`src/rtl/i2c_tca6416a_pkg.sv`:
```
// Shared TCA6416A constants: command bytes, bit-phase count, slave-address prefix and sequencer states.
package i2c_tca6416a_pkg;
  localparam logic [7:0] CMD_OUTPUT_PORT0  = 8'h02;
  localparam logic [7:0] CMD_CONFIG_PORT0  = 8'h06;
  localparam int         PHASE_COUNT       = 4;
  localparam logic [5:0] SLAVE_ADDR_PREFIX = 6'b010000;

  typedef enum logic [2:0] {
    ST_INIT_CFG0,
    ST_INIT_CFG1,
    ST_INIT_OUT0,
    ST_INIT_OUT1,
    ST_IDLE,
    ST_LAUNCH,
    ST_WAIT_STOP
  } state_t;
endpackage

```
`src/rtl/i2c_tca6416a_sequencer_bit_phase_gen.sv`:
```
// Bit-phase timebase: one-cycle strobe every CLOCK_DIV cycles, first one CLOCK_DIV cycles after reset.
// The phase advances on the edge that ends the strobe, so phase p is valid alongside its strobe.
module i2c_bit_phase_gen
  import i2c_tca6416a_pkg::*;
#(
  parameter int CLOCK_DIV = 125
) (
  input  logic       clock_i,
  input  logic       reset_n_i,
  output logic [1:0] bit_phase_o,
  output logic       bit_phase_inc_o
);
  localparam logic [11:0] TERMINAL = 12'(CLOCK_DIV - 1);
  localparam logic [1:0]  PHASE_STEP = 2'(PHASE_COUNT + 1);

  logic [11:0] r_presc;
  logic        r_inc;
  logic [1:0]  r_phase;

  always_ff @(posedge clock_i or negedge reset_n_i) begin
    if (!reset_n_i) begin
      r_presc <= 12'd0;
      r_inc   <= 1'b0;
      r_phase <= 2'd0;
    end else begin
      if (r_presc == TERMINAL) begin
        r_presc <= 12'd0;
        r_inc   <= 1'b1;
      end else begin
        r_presc <= r_presc + 12'd1;
        r_inc   <= 1'b0;
      end
      if (r_inc) r_phase <= r_phase + PHASE_STEP;
    end
  end

  assign bit_phase_o     = r_phase;
  assign bit_phase_inc_o = r_inc;
endmodule

```
`src/rtl/i2c_tca6416a_sequencer.sv`:
```
// Sequences TCA6416A writes: fixed config/output init of both units, then dirty-driven output refreshes.
// start_o is held until accepted on the phase-3 strobe; the next write waits for the writer's stop_i.
module i2c_tca6416a_sequencer
  import i2c_tca6416a_pkg::*;
#(
  parameter int          CLOCK_DIV    = 125,
  parameter logic [15:0] UNIT0_CONFIG = 16'h0000,
  parameter logic [15:0] UNIT1_CONFIG = 16'h0000
) (
  input  logic       clock_i,
  input  logic       reset_n_i,
  input  logic [7:0] out0_p0_i,
  input  logic [7:0] out0_p1_i,
  input  logic [7:0] out1_p0_i,
  input  logic [7:0] out1_p1_i,
  input  logic       refresh_i,
  input  logic       stop_i,
  output logic [1:0] bit_phase_o,
  output logic       bit_phase_inc_o,
  output logic       unit_o,
  output logic [7:0] command_o,
  output logic [7:0] data_0_o,
  output logic [7:0] data_1_o,
  output logic       start_o,
  output logic       ready_o,
  output logic       busy_o
);
  state_t      r_state, w_next, r_after, w_after;
  logic        r_unit, r_last_unit, r_ready;
  logic [7:0]  r_cmd, r_d0, r_d1;
  logic [15:0] r_shadow0, r_shadow1;
  logic [1:0]  r_refresh, w_refresh_nxt;
  logic        w_issue, w_issue_unit, w_dirty0, w_dirty1;
  logic [7:0]  w_cmd;
  logic [15:0] w_payload, w_req0, w_req1;

  i2c_bit_phase_gen #(.CLOCK_DIV(CLOCK_DIV)) u_phase_gen (
    .clock_i        (clock_i),
    .reset_n_i      (reset_n_i),
    .bit_phase_o    (bit_phase_o),
    .bit_phase_inc_o(bit_phase_inc_o)
  );

  assign w_req0   = {out0_p1_i, out0_p0_i};
  assign w_req1   = {out1_p1_i, out1_p0_i};
  assign w_dirty0 = (w_req0 != r_shadow0) || r_refresh[0];
  assign w_dirty1 = (w_req1 != r_shadow1) || r_refresh[1];

  always_ff @(posedge clock_i or negedge reset_n_i) begin
    if (!reset_n_i) r_state <= ST_INIT_CFG0;
    else            r_state <= w_next;
  end

  always_comb begin
    w_next       = r_state;
    w_issue      = 1'b0;
    w_issue_unit = 1'b0;
    w_cmd        = CMD_OUTPUT_PORT0;
    w_payload    = w_req0;
    w_after      = ST_IDLE;
    case (r_state)
      ST_INIT_CFG0: begin
        w_issue = 1'b1; w_cmd = CMD_CONFIG_PORT0; w_payload = UNIT0_CONFIG; w_after = ST_INIT_CFG1;
      end
      ST_INIT_CFG1: begin
        w_issue = 1'b1; w_issue_unit = 1'b1; w_cmd = CMD_CONFIG_PORT0;
        w_payload = UNIT1_CONFIG; w_after = ST_INIT_OUT0;
      end
      ST_INIT_OUT0: begin
        w_issue = 1'b1; w_after = ST_INIT_OUT1;
      end
      ST_INIT_OUT1: begin
        w_issue = 1'b1; w_issue_unit = 1'b1; w_payload = w_req1;
      end
      ST_IDLE: begin
        // On contention the unit not written last goes first.
        if (w_dirty0 || w_dirty1) begin
          w_issue      = 1'b1;
          w_issue_unit = w_dirty1 && (!w_dirty0 || !r_last_unit);
          w_payload    = w_issue_unit ? w_req1 : w_req0;
        end
      end
      ST_LAUNCH:    if (bit_phase_o == 2'd3 && bit_phase_inc_o) w_next = ST_WAIT_STOP;
      ST_WAIT_STOP: if (stop_i) w_next = r_after;
      default:      w_next = ST_INIT_CFG0;
    endcase
    if (w_issue) w_next = ST_LAUNCH;
  end

  always_comb begin
    start_o = (r_state == ST_LAUNCH);
    busy_o  = (r_state == ST_LAUNCH) || (r_state == ST_WAIT_STOP);
  end

  // A refresh in the same cycle as a snapshot re-marks the unit, so it is written once more.
  always_comb begin
    w_refresh_nxt = r_refresh;
    if (w_issue && w_cmd == CMD_OUTPUT_PORT0) w_refresh_nxt[w_issue_unit] = 1'b0;
    if (refresh_i) w_refresh_nxt = 2'b11;
  end

  always_ff @(posedge clock_i or negedge reset_n_i) begin
    if (!reset_n_i) begin
      r_unit      <= 1'b0;
      r_last_unit <= 1'b0;
      r_cmd       <= 8'h00;
      r_d0        <= 8'h00;
      r_d1        <= 8'h00;
      r_after     <= ST_INIT_CFG0;
      r_shadow0   <= 16'h0000;
      r_shadow1   <= 16'h0000;
      r_refresh   <= 2'b11;
      r_ready     <= 1'b0;
    end else begin
      r_refresh <= w_refresh_nxt;
      if (w_next == ST_IDLE) r_ready <= 1'b1;
      if (w_issue) begin
        r_unit      <= w_issue_unit;
        r_last_unit <= w_issue_unit;
        r_cmd       <= w_cmd;
        r_d0        <= w_payload[7:0];
        r_d1        <= w_payload[15:8];
        r_after     <= w_after;
        if (w_cmd == CMD_OUTPUT_PORT0) begin
          if (w_issue_unit) r_shadow1 <= w_payload;
          else              r_shadow0 <= w_payload;
        end
      end
    end
  end

  assign unit_o    = r_unit;
  assign command_o = r_cmd;
  assign data_0_o  = r_d0;
  assign data_1_o  = r_d1;
  assign ready_o   = r_ready;
endmodule

```
`config.mk`:
```
export PLATFORM = sky130hd
export DESIGN_NAME = i2c_tca6416a_sequencer
export DESIGN_NICKNAME = d
export VERILOG_FILES = /design/src/rtl/i2c_tca6416a_pkg.sv /design/src/rtl/i2c_tca6416a_sequencer_bit_phase_gen.sv /design/src/rtl/i2c_tca6416a_sequencer.sv
export SDC_FILE = /design/constraint.sdc
export NUM_CORES = 1
export LEC_CHECK = 0
export ABC_AREA = 1
export CAP_MARGIN = 20
export CORE_MARGIN = 2
export CORE_UTILIZATION = 50
export CTS_CLUSTER_DIAMETER = 60
export DETAILED_ROUTE_END_ITERATION = 10
export PLACE_DENSITY = 0.86
export SYNTH_ARGS = -nofsm -noshare
export SYNTH_HDL_FRONTEND = slang
export SYNTH_SLANG_ARGS = --single-unit
```
`constraint.sdc`:
```
create_clock -name clock_i -period 2.75 [get_ports clock_i]
set_input_delay 0.275 -clock clock_i [delete_from_list [all_inputs] [get_ports clock_i]]
set_output_delay 0.275 -clock clock_i [all_outputs]
set_load 0.03 [all_outputs]
```
=== Yosys cells after proc, flatten, opt, wreduce, memory -nomap -nowiden ===
Index checks and enable logic that the tools add are counted.

* Input bits: 36
* Flip-flop bits (word level): 81
* Output and inout port bits: 31

* $lt $le $gt $ge: 2
* Eq/ne operators: 12
* Mux-type cells: 19
* Reduce and logical (&&, ||, !) cells: 19
* $add $sub $neg: 2
* Bitwise operators: 3

{| class="wikitable"
|+ Operators by type and width
! kind !! number
|-
| 16-bit one-hot mux with 3 select lines || 1
|-
| 16-bit 2-to-1 mux || 2
|-
| 16-bit != test || 2
|-
| 3-bit one-hot mux with 3 select lines || 2
|-
| 12-bit by 1-bit adder with 12-bit output (second input constant) || 1
|-
| 12-bit by 7-bit == test with 1-bit output (second input constant) || 1
|-
| 3-bit == test (second input constant) || 4
|-
| 12-bit 2-to-1 mux || 1
|-
| 3-bit 2-to-1 mux || 4
|-
| 8-bit by 2-bit == test with 1-bit output (second input constant) || 1
|-
| 3-bit by 2-bit == test with 1-bit output (second input constant) || 2
|-
| 3-bit AND reduction || 2
|-
| 1-bit logical OR || 5
|-
| 5-bit OR reduction || 1
|-
| 1-bit logical AND || 4
|-
| 1-bit 2-to-1 mux || 4
|-
| 2-bit 2-to-1 mux || 2
|-
| 1-bit one-hot mux with 2 select lines || 2
|-
| 2-bit OR reduction || 2
|-
| 4-bit OR reduction || 1
|-
| 3-bit by 1-bit == test with 1-bit output (second input constant) || 1
|-
| 3-bit logical NOT || 1
|-
| 2-bit by 1-bit adder with 2-bit output (second input constant) || 1
|-
| 2-bit bitwise AND || 1
|-
| 8 further kinds || 9
|}

=== Longest topological paths before layout ===
* Depth in word-level cells: 15
* Depth in mapped cells: 16
* Mapped depth without buffers: 15

=== By module ===
Synthesis repeated with hierarchy kept, for this count alone.

* Cells, all modules: 635
* Area, all modules: 4,424.2 um2

{| class="wikitable"
|+ Modules (own cells, without submodules)
! module !! area an instance (um2) !! times used !! seq. area each (um2) !! cells each
|-
| i2c_tca6416a_sequencer || 3,616.0 || 1 || 1,503.9 || 531
|-
| i2c_bit_phase_gen || 808.3 || 1 || 375.4 || 104
|}

=== Least setup slack after synthesis ===
OpenSTA, ideal clock, no wires.

* Path type: register -> register
* Start: register r_shadow1[8]
* End: register r_d0[0], in the netlist data_0_o[0]
* Clock period less this slack: 1.761 ns
* Buffers on the path: 1
* Path slack: 0.989 ns
* Data required time: 2.633 ns
* Library setup time: 0.117 ns
* Arrival time: 1.644 ns
* Cell stages (with the launch flop): 12
* Cell sequence: dfrtp_1 -> xnor2_1 -> nand2_1 -> nor3_1 -> nand3_2 -> nand2_1 -> buf_4 -> nand2_1 -> nand3_1 -> nand3_1 -> nand2_1 -> nand2_1

* Word-level cells in the longest chain between the ends: 6
* Elaborated cells between the ends (all ways): 9
* Classes of those cells: eq/ne: 1; mux: 5; reduce/logical: 3

{| class="wikitable"
|+ Ends and longest elaborated chain
! what !! RTL line !! text
|-
| from (decl) || i2c_tca6416a_sequencer.sv:31 || <nowiki>logic [15:0] r_shadow0, r_shadow1;</nowiki>
|-
| from (signal assigned) || i2c_tca6416a_sequencer.sv:125 || <nowiki>if (w_issue_unit) r_shadow1 <= w_payload;</nowiki>
|-
| 16-bit != test (*) || i2c_tca6416a_sequencer.sv:47 || <nowiki>assign w_dirty1 = (w_req1 != r_shadow1) || r_refresh[1];</nowiki>
|-
| 1-bit logical OR (*) || i2c_tca6416a_sequencer.sv:47 ||
|-
| 1-bit logical AND || i2c_tca6416a_sequencer.sv:79 || <nowiki>w_issue_unit = w_dirty1 && (!w_dirty0 || !r_last_unit);</nowiki>
|-
| 16-bit 2-to-1 mux || i2c_tca6416a_sequencer.sv:80 || <nowiki>w_payload = w_issue_unit ? w_req1 : w_req0;</nowiki>
|-
| 16-bit 2-to-1 mux || i2c_tca6416a_sequencer.sv:77 || <nowiki>if (w_dirty0 || w_dirty1) begin</nowiki>
|-
| 16-bit one-hot mux with 3 select lines || i2c_tca6416a_sequencer.sv:61 || <nowiki>case (r_state)</nowiki>
|-
| to (signal assigned) || i2c_tca6416a_sequencer.sv:121 || <nowiki>r_d0 <= w_payload[7:0];</nowiki>
|-
| to (decl) || i2c_tca6416a_sequencer.sv:30 || <nowiki>logic [7:0] r_cmd, r_d0, r_d1;</nowiki>
|}

Every way passes the cells marked *; elsewhere a longest branch is shown, timed or not.
A chain may end at the register's enable or synchronous reset.

=== Worst setup path after layout ===
* Start: register r_state[0]
* End: output start_o

* Word-level cells in the longest chain between the ends: 1

{| class="wikitable"
|+ Ends and longest elaborated chain
! what !! RTL line !! text
|-
| from (decl) || i2c_tca6416a_sequencer.sv:28 || <nowiki>state_t r_state, w_next, r_after, w_after;</nowiki>
|-
| from (signal assigned) || i2c_tca6416a_sequencer.sv:51 || <nowiki>else r_state <= w_next;</nowiki>
|-
| 3-bit == test || i2c_tca6416a_sequencer.sv:91 || <nowiki>start_o = (r_state == ST_LAUNCH);</nowiki>
|-
| to (decl) || i2c_tca6416a_sequencer.sv:24 || <nowiki>output logic start_o,</nowiki>
|}

Every way passes these cells.

==> metrics.yaml <==
status: "complete, no violations"
h-tree-depth: 3
die_area_um2: 9456
initial_core_util_pct: 50.58
tightest_slew_ns: 0.7090
grt_pass1_vias: 4063
r2r_end: "data_1_o[6]"
cellPowerDensity_nw_per_um2: 815.8
rows: 34
p_leak_uw: 0.002768
startpoint: "r_state[0]"
place_area_um2: 5100
postCtsSetupBuffers: 0
port_buffers: 60
grt_pass1_wl_mm: 19.04
multi_input_area_um2: 2042
max_stage_delay_ns: 0.69
setup_violations: 0
post-route-period-util_pct: 82.34
required_ns: 2.48
synthFlopType: "dfrtp_1"
cp.arrival_ns: 1.99
crit_chain: "inv_1 > nor2_1 > inv_1 > nor2_1 > clkdlybuf4s50_1"
cap_violations: 0
reg2reg_slack_ns: 0.67
gp_congestion: 0.9557
crit_family: "buffers and inverters"
setup_tns_ns: 0
netlist_area_um2: 4347
final_layout_size_suffix_gt1_share_pct: 8.120
rr_startpoint: "r_shadow1[5]"
layout_common_cells: "274 x nand2_1, 77 x inv_1, 73 x dfrtp_1"
diodes: 0
fmax_mhz: 441.6
ff2ff_path_depth: 14
fillers: 761
cpMaxStageDelayCell: "clkdlybuf4s50_1"
area_delta_synth_final_pct: 22.02
hpwl_mm: 8.415
critical_path_class: "reg2out"
die_width_um: 97.24
final.setup_skew_ns: 0.006262
fin_nets: 736
fp.coreArea_um2: 8593
overflow: 0
postSynthAreaPerCell_um2: 6.932
ioPinCount: 67
clk_pin_slew_ns: 0.08
final_area_um2: 5304
hp-class: "in2reg"
cts_max_path_buffers: 2
fp.dieH_um: 97.24
drt_iter0_drc: 447
clkLatencyLatePin_ns: 0.35
worst_ir_drop_vdd_v: 0.0003870
slew_violations: 0
yosys_warnings: 0
synth.distinct_cells: 40
cts_tree: "done"
cts_resized: 0
grt_max_degree: 46
synth_area_leaders: "dfrtp_1 42%, nand2_1 24%, inv_1 6.6%, nand3_1 6.4%, nor2_1 3.0%"
crit_fanout: 5
dr.pass1.iters: 5
fin_crit_ns: 2.264
critPathLaunchType: "register"
hold_viol: 0
ys_ff_latch: 75
track_usage_pct: 25.08
worstSetupEndpointType: "output port"
wl_per_cell_um: 14.11
crit_end: "start_o"
path_depth: 5
clock-sinks: 75
via_per_inst: 5.137
seq_area_frac_synth_pct: 43.24
slew_headroom_pct: 52.73
postRouteAntennaNets: 0
total_power_uw: 4327
cts_buffers: 9
path_buf_inv: 3
final_common_cell: "nand2_1"
synth_area_leader_cell: "dfrtp_1"
drt_wl_total_mm: 11.43
antenna_found_initial: 0
vias: 4161
synth_edf_count: 0
async_flop_share_pct: 100.0
root_buffer: "clkbuf_8"
post-route-drc-count: 0
regArea_um2: 1879
netlist.area_leader.share_pct: 42.03
rsz0062_at_grt: "no"
syn_inst: 627
[cells in the mapped netlist, types with 2 or more instances]
| cell type | count |
|---|---|
| buf_2 | 5 |
| nand2_4 | 3 |
| nor3_1 | 7 |
| nand4_1 | 2 |
| a21oi_1 | 6 |
| inv_2 | 6 |
| or2_2 | 2 |
| nand3_1 | 56 |
| nand2_1 | 274 |
| dfrtp_1 | 73 |
| nor2_2 | 4 |
| dfstp_2 | 2 |
| clkbuf_1 | 6 |
| xor2_1 | 5 |
| xnor2_1 | 8 |
| buf_4 | 9 |
| ha_1 | 3 |
| nor4_1 | 2 |
| o21ai_0 | 20 |
| o22ai_1 | 2 |
| nor2_1 | 35 |
| inv_1 | 77 |
| nand3_2 | 3 |
[registers in the layout (all words and copies together), names as in the netlist, 3 cells and up]
signal / count
r_shadow1: 16
data_0_o: 8
r_shadow0: 16
r_state: 3
data_1_o: 8
u_phase_gen.r_presc: 12
r_after: 3
[how the worst min path moves through the flow]
| stage | slack, ns | endpoint | depth (start not counted) | from |
|---|---|---|---|---|
| global placement | 0.35 | r_shadow0[0] | 1 | reset_n_i |
| global route | 0.46 | r_refresh[0] | 3 | refresh_i |
| detailed placement | 0.37 | r_shadow0[5] | 1 | reset_n_i |
| CTS | 0.43 | r_refresh[0] | 3 | refresh_i |
| finish | 0.45 | r_refresh[1] | 3 | refresh_i |
| floorplan | -0.02 | command_o[1] | 0 | reset_n_i |
[repair_timing]
action                     in CTS  in global routing
hold buffers                    1                  0
setup endpoints to repair       0                  0
hold endpoints to repair       30                  0
[routing by layer]
metal,global-route usage [%],vias to the layer above,part of all wire (%)
li1,-,2047,-
met3,5.971,23,8.0
met4,9.615,0,2.3
met2,39.64,189,46
met1,33.73,1902,44
met5,0,-,0
[worst min-delay path: cells and delay by family]
kind,cells,cell delay [ns]
buffers and inverters,2,0.47
and+or+nand+nor,1,0.05
[through the flow]
stage               worst slack, ns  hold slack (ns)  utilization [%]  cells
floorplan                    0.9892         -0.02059                -    632
detailed placement           0.3178           0.3658            59.35    793
global route                 0.3544           0.4620            61.72    810
finish                       0.4857           0.4496            61.72    810
CTS                          0.4693           0.4322            61.72    810
global placement             0.3318           0.3515            59.35    793
[cell families (layout without fill, tap and decap cells)]
group / count (synthesis) / in the layout / synth area share, %
AOI/OAI and AO/OA: 35 / 35 / 4.548
DFF: 75 / 75 / 43.24
and+or+nand+nor: 394 / 394 / 38.17
xor gates and xnor gates: 13 / 13 / 2.619
buffers and inverters: 105 / 175 / 10.22
adders and majority gates: 3 / 3 / 0.8636
muxes: 1 / 1 / 0.2590
other: 1 / 6 / 0.08627
[area by class of cell]
| class | count | area share (%) |
|---|---|---|
| clock buffer | 10 | 2.406 |
| clock inverter | 6 | 1.250 |
| inverter | 84 | 5.992 |
| multi-input combinational | 452 | 38.50 |
| sequential | 75 | 35.43 |
| tap | 108 | 2.548 |
| timing repair buffer | 75 | 13.87 |
[report_power, final]
| group | switching (uW) | internal, uW |
|---|---|---|
| Combinational | 1050 | 684 |
| Sequential | 274 | 1460 |
| Clock | 438 | 419 |
| Total | 1760 | 2570 |
Note: power is estimated with default switching activity, not from simulation.
